### src/rtl/parity_check_ctrl.sv
// Even-parity frame checker with retry/drop control and error/good-frame counters.
// Latency: result (out_valid/nack/fail) 2 cycles after accept; OUT stalls on out_ready, blocking in_ready.
module parity_check_ctrl #(
  parameter int DATA_W    = 4,
  parameter int MAX_RETRY = 3,
  parameter int CNT_W     = 8
) (
  input  logic              clk,
  input  logic              rst,
  input  logic              in_valid,
  output logic              in_ready,
  input  logic [DATA_W-1:0] data_in,
  input  logic              parity_in,
  output logic              out_valid,
  input  logic              out_ready,
  output logic [DATA_W-1:0] out_data,
  output logic              nack,
  output logic              fail,
  output logic [CNT_W-1:0]  err_count,
  output logic [CNT_W-1:0]  frame_count
);

  localparam int RETRY_W = (MAX_RETRY < 1) ? 1 : $clog2(MAX_RETRY + 1);

  typedef enum logic [2:0] {
    IDLE  = 3'd0,
    CHECK = 3'd1,
    OUT   = 3'd2,
    NACK  = 3'd3,
    DROP  = 3'd4
  } state_t;

  state_t             state;
  state_t             state_nxt;
  logic [DATA_W-1:0]  data_r;
  logic               parity_r;
  logic [RETRY_W-1:0] retry_cnt;
  logic               parity_err;
  logic               retry_at_max;
  logic               accept;
  logic               deliver;

  assign accept       = in_valid && (state == IDLE);
  assign deliver      = out_ready && (state == OUT);
  // Odd number of ones across payload plus parity bit means corruption.
  assign parity_err   = ^{data_r, parity_r};
  assign retry_at_max = (retry_cnt == RETRY_W'(MAX_RETRY));

  always_ff @(posedge clk or posedge rst) begin
    if (rst) begin
      state <= IDLE;
    end else begin
      state <= state_nxt;
    end
  end

  always_comb begin
    state_nxt = state;
    unique case (state)
      IDLE: begin
        if (in_valid) begin
          state_nxt = CHECK;
        end
      end
      CHECK: begin
        if (!parity_err) begin
          state_nxt = OUT;
        end else if (retry_at_max) begin
          state_nxt = DROP;
        end else begin
          state_nxt = NACK;
        end
      end
      OUT: begin
        if (out_ready) begin
          state_nxt = IDLE;
        end
      end
      NACK:    state_nxt = IDLE;
      DROP:    state_nxt = IDLE;
      default: state_nxt = IDLE;
    endcase
  end

  // Handshake and pulse outputs are pure state decodes, so no input reaches them combinationally.
  always_comb begin
    in_ready  = 1'b0;
    out_valid = 1'b0;
    nack      = 1'b0;
    fail      = 1'b0;
    unique case (state)
      IDLE:    in_ready  = 1'b1;
      OUT:     out_valid = 1'b1;
      NACK:    nack      = 1'b1;
      DROP:    fail      = 1'b1;
      default: ;
    endcase
  end

  always_ff @(posedge clk or posedge rst) begin
    if (rst) begin
      data_r   <= '0;
      parity_r <= 1'b0;
    end else if (accept) begin
      data_r   <= data_in;
      parity_r <= parity_in;
    end
  end

  always_ff @(posedge clk or posedge rst) begin
    if (rst) begin
      out_data <= '0;
    end else if (state == CHECK && !parity_err) begin
      out_data <= data_r;
    end
  end

  always_ff @(posedge clk or posedge rst) begin
    if (rst) begin
      retry_cnt <= '0;
    end else if (state == CHECK) begin
      if (!parity_err || retry_at_max) begin
        retry_cnt <= '0;
      end else begin
        retry_cnt <= retry_cnt + 1'b1;
      end
    end
  end

  // err_count saturates; frame_count wraps.
  always_ff @(posedge clk or posedge rst) begin
    if (rst) begin
      err_count <= '0;
    end else if (state == CHECK && parity_err && (err_count != '1)) begin
      err_count <= err_count + 1'b1;
    end
  end

  always_ff @(posedge clk or posedge rst) begin
    if (rst) begin
      frame_count <= '0;
    end else if (deliver) begin
      frame_count <= frame_count + 1'b1;
    end
  end

endmodule

### config.mk
export PLATFORM = sky130hd
export DESIGN_NAME = parity_check_ctrl
export DESIGN_NICKNAME = d
export VERILOG_FILES = /design/src/rtl/parity_check_ctrl.sv
export SDC_FILE = /design/constraint.sdc
export NUM_CORES = 1
export LEC_CHECK = 0
export ABC_AREA = 1
export CAP_MARGIN = 10
export CORE_MARGIN = 5
export CORE_UTILIZATION = 50
export DETAILED_ROUTE_END_ITERATION = 16
export GPL_ROUTABILITY_DRIVEN = 0
export PLACE_DENSITY = 0.79
export RECOVER_POWER = 50
export SETUP_SLACK_MARGIN = 0.15
export SYNTH_ARGS = -nofsm -noshare
export SYNTH_HDL_FRONTEND = slang
export SYNTH_SLANG_ARGS = --single-unit
### constraint.sdc
create_clock -name clk -period 1.5 [get_ports clk]
set_input_delay 0.15 -clock clk [delete_from_list [all_inputs] [get_ports clk]]
set_output_delay 0.15 -clock clk [all_outputs]
set_load 0.03 [all_outputs]
# Word level (Yosys, flattened, before mapping)
# Cells that the tools add are included.
# Widths: inputs -> output; s select.
# classes
eq_ne	8
add_sub_neg	3
reduce_logical	10
mux	10
# op_table
cell	n
$add 8x1->8 const B	2
$mux 3	4
$pmux 3 s3	1
$ne 8x8->1 const B	1
$eq 3x2->1 const B	2
$logic_and 1x1->1	5
$reduce_xor 5->1	1
$mux 1	4
$ne 2x2->1 const B	2
$eq 3x1->1 const B	1
$eq 3x3->1 const B	1
$logic_not 3->1	1
$add 2x1->2 const B	1
$eq 2x2->1 const B	1
$mux 2	1
$reduce_and 2->1	1
$logic_not 1->1	1
$logic_or 1x1->1	1
# word_totals
in_bits	9
output_inout_bits	24
register_bits	30
word_cells	38

# Longest topological paths before layout
# depth
ltp_word	4
depth_mapped	11
ltp_nobuf	10

# Worst setup path before layout
# OpenSTA, ideal clock, no wires.
# synth_timing
path_type	reg2reg
start	register state[0]
end	register state[0]
slack_ns	-0.076
arrival_ns	1.453
path_buffers	0
path_stages_with_launch	5
synth_period_minus_slack_ns	1.576
required_ns	1.377
setup_ns	0.123
cell_sequence	dfrtp_1 > nor3_1 > nand2_1 > o21ai_0 > a21oi_1
# synth_between
elab_chain_len	3
elab_cells_between_ends	7
cone_classes	eq/ne: 4; mux: 1; reduce/logical: 2
# synth_rtl
item	line	text
from (decl)	33	state_t state;
from (signal assigned)	53	state <= state_nxt;
$eq 3x2->1 or $logic_not 3->1 (tied branches)	59	unique case (state)
$ne 2x2->1 (no line)	--	
$reduce_and 2->1 (no line)	--	
# Parallel ways exist; a longest one is shown, timed or not.
# A chain may end at the register's enable or synchronous reset.

# Final worst setup path
# layout_timing
start	register state[0]
end	register frame_count[6]
# layout_between
elab_chain_len	2
# layout_rtl
item	line	text
$eq 3x2->1	44	assign deliver = out_ready && (state == OUT);
$logic_and 1x1->1	44	
to (signal assigned)	143	frame_count <= frame_count + 1'b1;
to (decl)	20	output logic [CNT_W-1:0] frame_count
# Every way passes these cells.

==> impl_metrics.csv <==
group,metric,value,unit
synth,ys_warn_count,0,
clock_network,cts_inserted_buffers,5,
clock_network,cts.clk_slew.worst_paths,0.09,ns
run,cap_viol_max_count,0,
critical_path,regToRegStartpoint,"state[0]",
placement,io_buffer_count,32,
clock_network,cts_tree,"yes",
critical_path,cp_max_fo,4,
synth,synth.distinct_cells,21,
floorplan,die_x,64.96,um
synth,synthCells,181,
timing,fmax,704.0,MHz
worst_hold_path,min_to,"data_r[3]",
layout,insertedDiodeCount,0,
global_routing,grt_max_degree,31,
detailed_routing,ant_nets,0,
timing,slew_headroom,50.12,%
layout,layout-drive-gt1-share,26.92,%
placement,place_area,1911,um^2
layout,nNetsFinal,246,
critical_path,required,1.72,ns
detailed_routing,firstDrtPassIters,4,
floorplan,dieHeight,64.96,um
global_routing,grt_overflow,0,
global_routing,grt_pass1_wl,5713,um
floorplan,io_pins,33,
clock_network,clock_path_buffers,2,
critical_path,start_kind,"flip-flop",
timing,setup_tns,0,ns
detailed_routing,num_vias,1380,
synth,yosysTopAreaCellShare,49.71,%
floorplan,coreArea,2978,um^2
critical_path,cpPeakStageDelay,0.41,ns
synth,syn_avg_cell_area,8.344,um^2
critical_path,criticalPathCategory,"reg -> reg",
detailed_routing,viasPerCell,5.169,
timing,period_minus_slack,1.421,ns
timing,rsz0062_at_grt,"yes",
layout,final_cell_area,2086,um^2
timing,period_share,94.70,%
power,power.density,2101,nW/um^2
clock_network,htree_num_levels,2,
floorplan,num_rows,20,
global_routing,antenna_found_initial,0,
floorplan,initial_utilization,50.71,%
clock_network,root_buffer,"clkbuf_4",
clock_network,clkSinkCount,30,
synth,synth_seq_area_share,49.71,%
detailed_routing,wl,3545,um
layout,area_growth,38.11,%
synth,synth_area_leaders,"dfrtp_1 50%, nand2_1 15%, nand3_1 7.0%",
global_routing,grt_pass1_vias,1333,
critical_path,crit_path_end_kind,"flip-flop",
worst_hold_path,hp-start,"data_in[3]",
clock_network,clock_insertion_delay_worst_skew,0.32,ns
detailed_routing,drc,0,
power,vdd_ir_drop_max,1.264,mV
timing,worst_slew_pin_slew,0.7482,ns
timing,hold_viol,0,
run_status,status,"finished, final reports clean",
floorplan,die-area,4220,um^2
timing,finClkSkew,0.002099,ns
synth,synth_seq_cells,30,
layout,multi_input_area,779.5,um^2
critical_path,ff2ff_setup_slack,0.08,ns
synth,syn_area,1510,um^2
layout,seqCellArea,759.5,um^2
worst_hold_path,min_path_cells,3,
layout,final_core_util,70.04,%
synth,syn-num-nets,193,
global_routing,grtUsageTotal,17.64,%
critical_path,reg2reg_to,"frame_count[6]",
worst_hold_path,hp-class,"in -> reg",
critical_path,critical_path_arrival,1.64,ns
placement,dp_hpwl,2441,um
critical_path,slowest_stage,"dfrtp_1",
critical_path,crit_chain,"buf_4 -> nor2_4 -> buf_4 -> nand3_4 -> inv_2 -> nand2_2 -> nor2_4 -> nand2_1 -> nand2_1 -> nand2_1",
timing,setup_viol,0,
timing,drv_slew,0,
critical_path,ff2ff_path_depth,10,
clock_network,cts_hold_buf,0,
detailed_routing,drt_iter0_markers,62,
synth,yosysTopAreaCell,"dfrtp_1",
detailed_routing,wl_per_cell,13.28,um
power,p_leak,1.100,nW
layout,fillerInstances,245,
critical_path,path_common_cell,"nand2_1",
==> repair_timing <==
action / CTS / global route
gates resized for setup: 34 / 48
setup buffers: 6 / 5
pin swaps: 2 / 8
gates cloned: 0 / 0
setup endpoints to repair: 33 / 40
==> worst max-delay path by stage <==
stage,from,endpoint,slack (ns),depth (start not counted)
global placement,state[2],out_valid,0.07,2
global route,state[0],frame_count[6],0.006,10
floorplan,err_count[0],err_count[3],0.15,7
detailed placement,state[2],out_valid,-0.01,2
finish,state[0],frame_count[6],0.08,10
CTS,state[2],out_valid,0.002,2
==> final cells by class <==
type,count,area share (%)
inverter,19,3.419
timing repair buffer,47,18.66
multi-input combinational,131,37.37
clock buffer,7,2.160
sequential,30,36.41
tap,33,1.980
==> synth_stat cells <==
cell	instances
nand2_1	61
inv_1	18
nor2_4	1
mux2_2	2
a21oi_1	4
nand2_2	3
xor2_1	4
xnor2_1	7
nand3_1	21
nand3_2	2
nor3_2	1
ha_1	3
nor2_1	11
nor3_1	2
nand4_1	2
nand3b_1	2
o21ai_0	3
buf_6	1
nor2_2	2
inv_2	1
dfrtp_1	30
==> power breakdown <==
part           switching [W]  leakage, nW  internal (W)
logic                0.00152        0.699       0.00101
registers           0.000307        0.375       0.00110
clock network       0.000260       0.0254      0.000176
==> state kept, by name, indices dropped and copies added, names as in the netlist <==
register,count
frame_count,8
data_r,4
state,3
out_data,4
retry_cnt,2
parity_r,1
err_count,8
==> stage by stage <==
stage	power, W	std cells	setup WS, ns	hold WS, ns
6_report	0.004383	267	0.07948	0.4103
5_1_grt	0.004731	267	0.006048	0.3928
4_1_cts	0.004018	262	0.002136	0.2002
3_5_place_dp	0.003584	249	-0.01090	0.4640
3_3_place_gp	0.003476	249	0.06556	0.4561
2_1_floorplan	0.002849	181	0.1508	0.2407
==> critical path: cells and delay by family, from the launching register on <==
family	cells	cell delay [ns]
simple gates	7	0.54
flops	1	0.41
buf+inv	3	0.36
==> kinds of logic after synthesis <==
kind of cell	after synthesis	share of synthesized area, %
AND/OR/NAND/NOR	108	32.15
AO/OA/AOI/OAI	7	2.320
buffers and inverters	20	5.467
multiplexers	2	1.491
XOR/XNOR	11	6.379
adder cells (fa/ha/maj)	3	2.486
flip-flops	30	49.71
==> cells in the final DEF (no fill, tap or decap), types with 7 or more instances in the layout <==
master	instances
clkdlybuf4s50_1	7
dfrtp_2	7
nand2_2	10
clkbuf_1	7
nor2_1	10
buf_4	15
dfrtp_1	23
dlygate4sd2_1	9
inv_1	13
nand3_1	20
nand2_1	52
==> per-layer routing <==
| metal | vias to the layer above | global-route usage [%] | wire (um) |
|---|---|---|---|
| met5 | - | 0 | 0 |
| li1 | 678 | - | - |
| met3 | 5 | 5.893 | 139 |
| met1 | 670 | 18.49 | 1477 |
| met2 | 27 | 31.29 | 1863 |
| met4 | 0 | 8.707 | 65 |
(Power assumes the default switching activity.)
